==> src/rtl/ymat_row_unpacker.sv <==
// Y-matrix row unpacker: reads 16-element SRAM words and streams each element with its row index.
// Optional YMR_PREFETCH_EN adds a second word buffer so word boundaries cost no bubble.
module ymat_row_unpacker #(
   parameter int ROW_W     = 11,
   parameter int LANE_LOG2 = 4,
   parameter int ELEM_W    = 16,
   parameter int ADDR_W    = ROW_W - LANE_LOG2
) (
   input  logic                           clock,
   input  logic                           reset,
   input  logic                           start,
   input  logic [ROW_W-1:0]               row_start,
   input  logic [ROW_W:0]                 row_count,
   output logic                           sram_rd_en,
   output logic [ADDR_W-1:0]              sram_addr,
   input  logic [(ELEM_W<<LANE_LOG2)-1:0] sram_rdata,
   output logic                           out_valid,
   input  logic                           out_ready,
   output logic [ROW_W-1:0]               out_row,
   output logic [ELEM_W-1:0]              out_data,
   output logic                           busy,
   output logic                           done,
   output logic [2:0]                     dbgState
);

   localparam int WORD_W = ELEM_W << LANE_LOG2;

   localparam logic [2:0] IDLE   = 3'd0;
   localparam logic [2:0] READ   = 3'd1;
   localparam logic [2:0] WAIT   = 3'd2;
   localparam logic [2:0] UNPACK = 3'd3;
   localparam logic [2:0] DONE   = 3'd4;

   // Handshake: an element transfers on any rising edge where out_valid and out_ready are both high;
   // out_row/out_data stay put until that happens.
   logic [2:0]           state;
   logic [ADDR_W-1:0]    addr;
   logic [LANE_LOG2-1:0] lane;
   logic [ROW_W:0]       remaining;
   logic [WORD_W-1:0]    wordBuf;
   logic                 accept;
   logic                 lastElem;
   logic                 lastLane;
   logic                 pfRead;

   assign accept   = (state == UNPACK) && out_ready;
   assign lastElem = (remaining == (ROW_W+1)'(1));
   assign lastLane = (lane == {LANE_LOG2{1'b1}});
   assign dbgState = state;

`ifdef YMR_PREFETCH_EN
   logic [WORD_W-1:0] nextBuf;
   logic              nextValid;
   logic              pfIssued;
   logic              pfPending;
   logic [ROW_W:0]    lanesLeft;

   // Elements still sitting in the current word, including the one on the output.
   assign lanesLeft = (ROW_W+1)'(1 << LANE_LOG2) - {{(ROW_W+1-LANE_LOG2){1'b0}}, lane};
   assign pfRead    = (state == UNPACK) && !pfIssued && (remaining > lanesLeft);
`else
   assign pfRead    = 1'b0;
`endif

   always_comb begin
      sram_rd_en = 1'b0;
      sram_addr  = '0;
      if (state == READ) begin
         sram_rd_en = 1'b1;
         sram_addr  = addr;
      end else if (pfRead) begin
         sram_rd_en = 1'b1;
         sram_addr  = addr + 1'b1;
      end
   end

   always_comb begin
      out_valid = (state == UNPACK);
      out_row   = '0;
      out_data  = '0;
      if (out_valid) begin
         out_row  = {addr, lane};
         out_data = wordBuf[lane*ELEM_W +: ELEM_W];
      end
      busy = (state == READ) || (state == WAIT) || (state == UNPACK);
      done = (state == DONE);
   end

   always_ff @(posedge clock or negedge reset) begin
      if (!reset) begin
         state     <= IDLE;
         addr      <= '0;
         lane      <= '0;
         remaining <= '0;
         wordBuf   <= '0;
`ifdef YMR_PREFETCH_EN
         nextBuf   <= '0;
         nextValid <= 1'b0;
         pfIssued  <= 1'b0;
         pfPending <= 1'b0;
`endif
      end else begin
         case (state)
            IDLE: begin
               if (start) begin
                  if (row_count == '0) begin
                     state <= DONE;
                  end else begin
                     addr      <= row_start[ROW_W-1:LANE_LOG2];
                     lane      <= row_start[LANE_LOG2-1:0];
                     remaining <= row_count;
                     state     <= READ;
                  end
               end
            end
            READ: state <= WAIT;
            WAIT: begin
               wordBuf <= sram_rdata;
               state   <= UNPACK;
            end
            UNPACK: begin
`ifdef YMR_PREFETCH_EN
               pfPending <= pfRead;
               if (pfRead) pfIssued <= 1'b1;
               if (pfPending) begin
                  nextBuf   <= sram_rdata;
                  nextValid <= 1'b1;
               end
`endif
               if (accept) begin
                  remaining <= remaining - 1'b1;
                  if (lastElem) begin
                     state <= DONE;
                  end else if (lastLane) begin
                     lane <= '0;
                     addr <= addr + 1'b1;
`ifdef YMR_PREFETCH_EN
                     // Next word is buffered, arriving now, or was only just requested.
                     pfIssued  <= 1'b0;
                     pfPending <= 1'b0;
                     nextValid <= 1'b0;
                     if (nextValid) wordBuf <= nextBuf;
                     else if (pfPending) wordBuf <= sram_rdata;
                     else state <= WAIT;
`else
                     state <= READ;
`endif
                  end else begin
                     lane <= lane + 1'b1;
                  end
               end
            end
            DONE: begin
`ifdef YMR_PREFETCH_EN
               nextValid <= 1'b0;
               pfIssued  <= 1'b0;
               pfPending <= 1'b0;
`endif
               state <= IDLE;
            end
            default: state <= IDLE;
         endcase
      end
   end

endmodule
==> config.mk <==
export PLATFORM = sky130hd
export DESIGN_NAME = ymat_row_unpacker
export DESIGN_NICKNAME = d
export VERILOG_FILES = /design/src/rtl/ymat_row_unpacker.sv
export SDC_FILE = /design/constraint.sdc
export NUM_CORES = 1
export LEC_CHECK = 0
export ABC_AREA = 1
export CAP_MARGIN = 25
export CORE_UTILIZATION = 42
export CTS_CLUSTER_SIZE = 24
export DETAILED_ROUTE_END_ITERATION = 10
export GPL_ROUTABILITY_DRIVEN = 0
export PLACE_DENSITY_LB_ADDON = 0.08
export SYNTH_ARGS = -nofsm -noshare
export SYNTH_HDL_FRONTEND = slang
export SYNTH_SLANG_ARGS = --single-unit
==> constraint.sdc <==
create_clock -name clock -period 2.4 [get_ports clock]
set_input_delay 0.36 -clock clock [delete_from_list [all_inputs] [get_ports clock]]
set_output_delay 0.36 -clock clock [all_outputs]
set_load 0.01 [all_outputs]
==> results.py <==
metrics = {
    "run_status": {
        "status": "complete, but fails checks",
        "failed_checks": "negative setup slack",
    },
    "worst_hold_path": {
        "hold_path.class": "input port to async pin",
    },
    "synthesis": {
        "synth_nets": 1769,
        "synth.distinct_cells": 30,
        "synthArstFlopShare": 1.00,
        "syn_area_um2": 14000,
        "yosys_warnings": 0,
        "synth_edf_count": 0,
        "yosysSeqAreaShare": 0.505,
        "syn_avg_cell_area_um2": 9.44,
        "synthFlopType": "dfrtp_1",
        "ys_ff_latch": 282,
        "postSynthCellCount": 1482,
    },
    "global_route": {
        "grt_pass1_wl_um": 69600,
        "antenna_found_initial": 3,
        "grt_pass1_vias": 11900,
        "grt-ovfl-total": 0,
        "grt_max_degree": 73,
        "grt_usage": 0.271,
    },
    "die": {
        "rows": 66,
        "die-area_um2": 34000,
        "chipWidth_um": 184,
        "io-pin-count": 324,
        "die-height_um": 184,
        "coreArea_um2": 32600,
        "start_util": 0.429,
    },
    "sta": {
        "setup_viol": 16,
        "drv_slew": 0,
        "finClkSkew_ps": 10.6,
        "rsz0062_at_grt": "yes",
        "fin_crit_ps": 2730,
        "fmax_mhz": 366,
        "hold_viol": 0,
        "fin_setup_tns_ps": -4210,
        "slew_headroom": 0.584,
        "setup_ws_ps": -329,
        "tightest_slew_ps": 624,
        "fin_crit_sh": 1.14,
    },
    "critical_path": {
        "cp_data_required_time_ps": 2040,
        "worst_ep_arrival_time_ps": 2370,
        "crit_path_end_kind": "output pin",
        "path_class": "register to output pin",
        "cp_max_fo": 14,
        "crit_path_start_kind": "register",
        "crit_start": "lane[0]$_DFFE_PN0P_",
        "r2r-start": "lane[0]$_DFFE_PN0P_",
    },
    "placed_design": {
        "io_buffers": 323,
        "dp.cells": 2231,
        "dp_hpwl_um": 32400,
        "dp_slack_ps": -383,
    },
    "routing": {
        "dr_total_vias": 12000,
        "antenna_left": 0,
        "first_iter_violations": 992,
        "wl_per_cell_um": 19.8,
        "first_pass_iters": 5,
        "viasPerCell": 5.15,
        "drc_errors": 0,
        "routed_wl_um": 45900,
    },
    "clocking": {
        "clkSlewWorstSetupHoldPaths_ps": 60,
        "cts_buffer_depth": 3,
        "cts_tree": "built",
        "cts_buffers": 31,
        "cts-root-buf": "clkbuf_16",
        "clkLatencyLatePin_ps": 570,
        "cts.sinks": 282,
        "htreeDepth": 1,
    },
    "power": {
        "worst_ir_drop_vdd_mv": 0.882,
        "power_frac_comb": 0.522,
        "power_per_cell_area_nw_per_um2": 1450,
        "totalPowerFinal_mw": 29.3,
        "switching_share": 0.393,
        "internal_power_mw": 17.8,
        "clkPwrFrac": 0.173,
        "p_switching_mw": 11.5,
        "p_leak_nw": 8.91,
        "seqPwrFrac": 0.304,
    },
    "layout": {
        "drive_above_1_share": 0.279,
        "area.growth.synth_to_final_pct": 44.1,
        "layout_common_cells": "294 x nor2_1, 287 x clkdlybuf4s50_1, 279 x dfrtp_1, 240 x mux2_2, 185 x nand2_1",
        "seq_area_um2": 7070,
        "finish.utilization": 0.618,
        "nets": 2139,
        "fin_cells": 2320,
        "multi_input_area_um2": 6620,
        "final_common_cell": "nor2_1",
        "nFillCells": 2776,
    },
    "job": {
        "cap_violations": 0,
    },
}
[logic make-up (layout without fill, tap and decap cells)]
logic type                 count (synthesis)  in the layout  synth area share
buffers and inverters                    157            551            0.0531
other                                      0              2                 0
xor gates and xnor gates                   4              4           0.00251
muxes                                    240            240             0.193
adders and majority gates                  4              4           0.00358
and+or+nand+nor                          607            607             0.176
AOI/OAI and AO/OA                        188            188            0.0674
DFF                                      282            282             0.505
[final timing paths]
check	to	slack [ps]	cells past startpoint
min reg2reg	addr[6]$_DFFE_PN0P_	480	2
max in group asynchronous	wordBuf[49]$_DFFE_PN0P_	1200	3
min in group clock	wordBuf[223]$_DFFE_PN0P_	390	3
max reg2reg	addr[3]$_DFFE_PN0P_	190	8
max	out_data[8]	-330	7
min	wordBuf[245]$_DFFE_PN0P_	360	2
[what timing repair did]
action                                  4_1_cts  5_1_grt
setup buffers                                17        1
endpoints found under the setup margin       35       30
gates resized for setup                     234       72
hold endpoints to repair                     64        0
pin swaps                                    52       39
hold buffers                                  1        0
gates cloned                                  8        6
[layout make-up]
cell class	instances	share of cell area
tap	442	0.0274
inverter	68	0.0134
timing repair buffer	426	0.226
clock inverter	17	0.0114
clock buffer	40	0.0426
multi-input combinational	1043	0.329
sequential	282	0.351
antenna	2	0.000248
[critical path, stage by stage (launching register included)]
cell and delay (ps):
dfrtp_4 580, clkinv_8 130, buf_12 170, o21ai_0 360, nand3_1 200, nand3_1 160
a21oi_4 80, buf_6 130
[metrics by stage]
step	hold WS [ps]	area, um2
floorplan	64.4	14000
global placement	371	18100
detailed placement	373	18100
CTS	367	19900
global route	390	20200
finish	357	20200
[state kept, by name, indices dropped and copies added (netlist names)]
name and count:
lane 4, remaining 12, addr 7, dbgState 3, wordBuf 256
[power groups by stage]
stage / Combinational, mW / Clock, mW / Sequential [mW]
finish: 15.3 / 5.08 / 8.92
global route: 16.7 / 5.36 / 9.15
CTS: 14.7 / 5.17 / 8.82
detailed placement: 13.2 / 0 / 8.78
global placement: 13.1 / 0 / 8.73
floorplan: 8.63 / 0 / 8.15
[layer usage]
layer / GRT usage / part of all wire / vias up
met5: 0 / 0.00026 / -
met4: 0.0577 / 0.017 / 2
met3: 0.0377 / 0.062 / 48
met2: 0.437 / 0.47 / 388
met1: 0.387 / 0.45 / 5849
li1: - / - / 5666
[synth_stat cells (2+ instances only)]
| cell type | instances | share of area |
|---|---|---|
| nor2_4 | 2 | 0.0016 |
| nand2_1 | 198 | 0.053 |
| a21oi_1 | 35 | 0.013 |
| xor2_1 | 3 | 0.0019 |
| inv_2 | 5 | 0.0013 |
| or2_2 | 2 | 0.00089 |
| buf_4 | 30 | 0.016 |
| buf_1 | 7 | 0.0019 |
| mux2_2 | 240 | 0.19 |
| clkbuf_1 | 29 | 0.0078 |
| nor3_1 | 3 | 0.0011 |
| clkinv_1 | 2 | 0.00054 |
| nand4_1 | 2 | 0.00089 |
| inv_1 | 61 | 0.016 |
| nand2_2 | 2 | 0.00089 |
| nand3_1 | 80 | 0.029 |
| buf_2 | 21 | 0.0075 |
| dfrtp_1 | 282 | 0.50 |
| o21ai_0 | 143 | 0.051 |
| o21ai_1 | 9 | 0.0032 |
| buf_6 | 2 | 0.0016 |
| ha_1 | 4 | 0.0036 |
| nor2_1 | 313 | 0.084 |
Note: power is estimated with default switching activity, not from simulation.
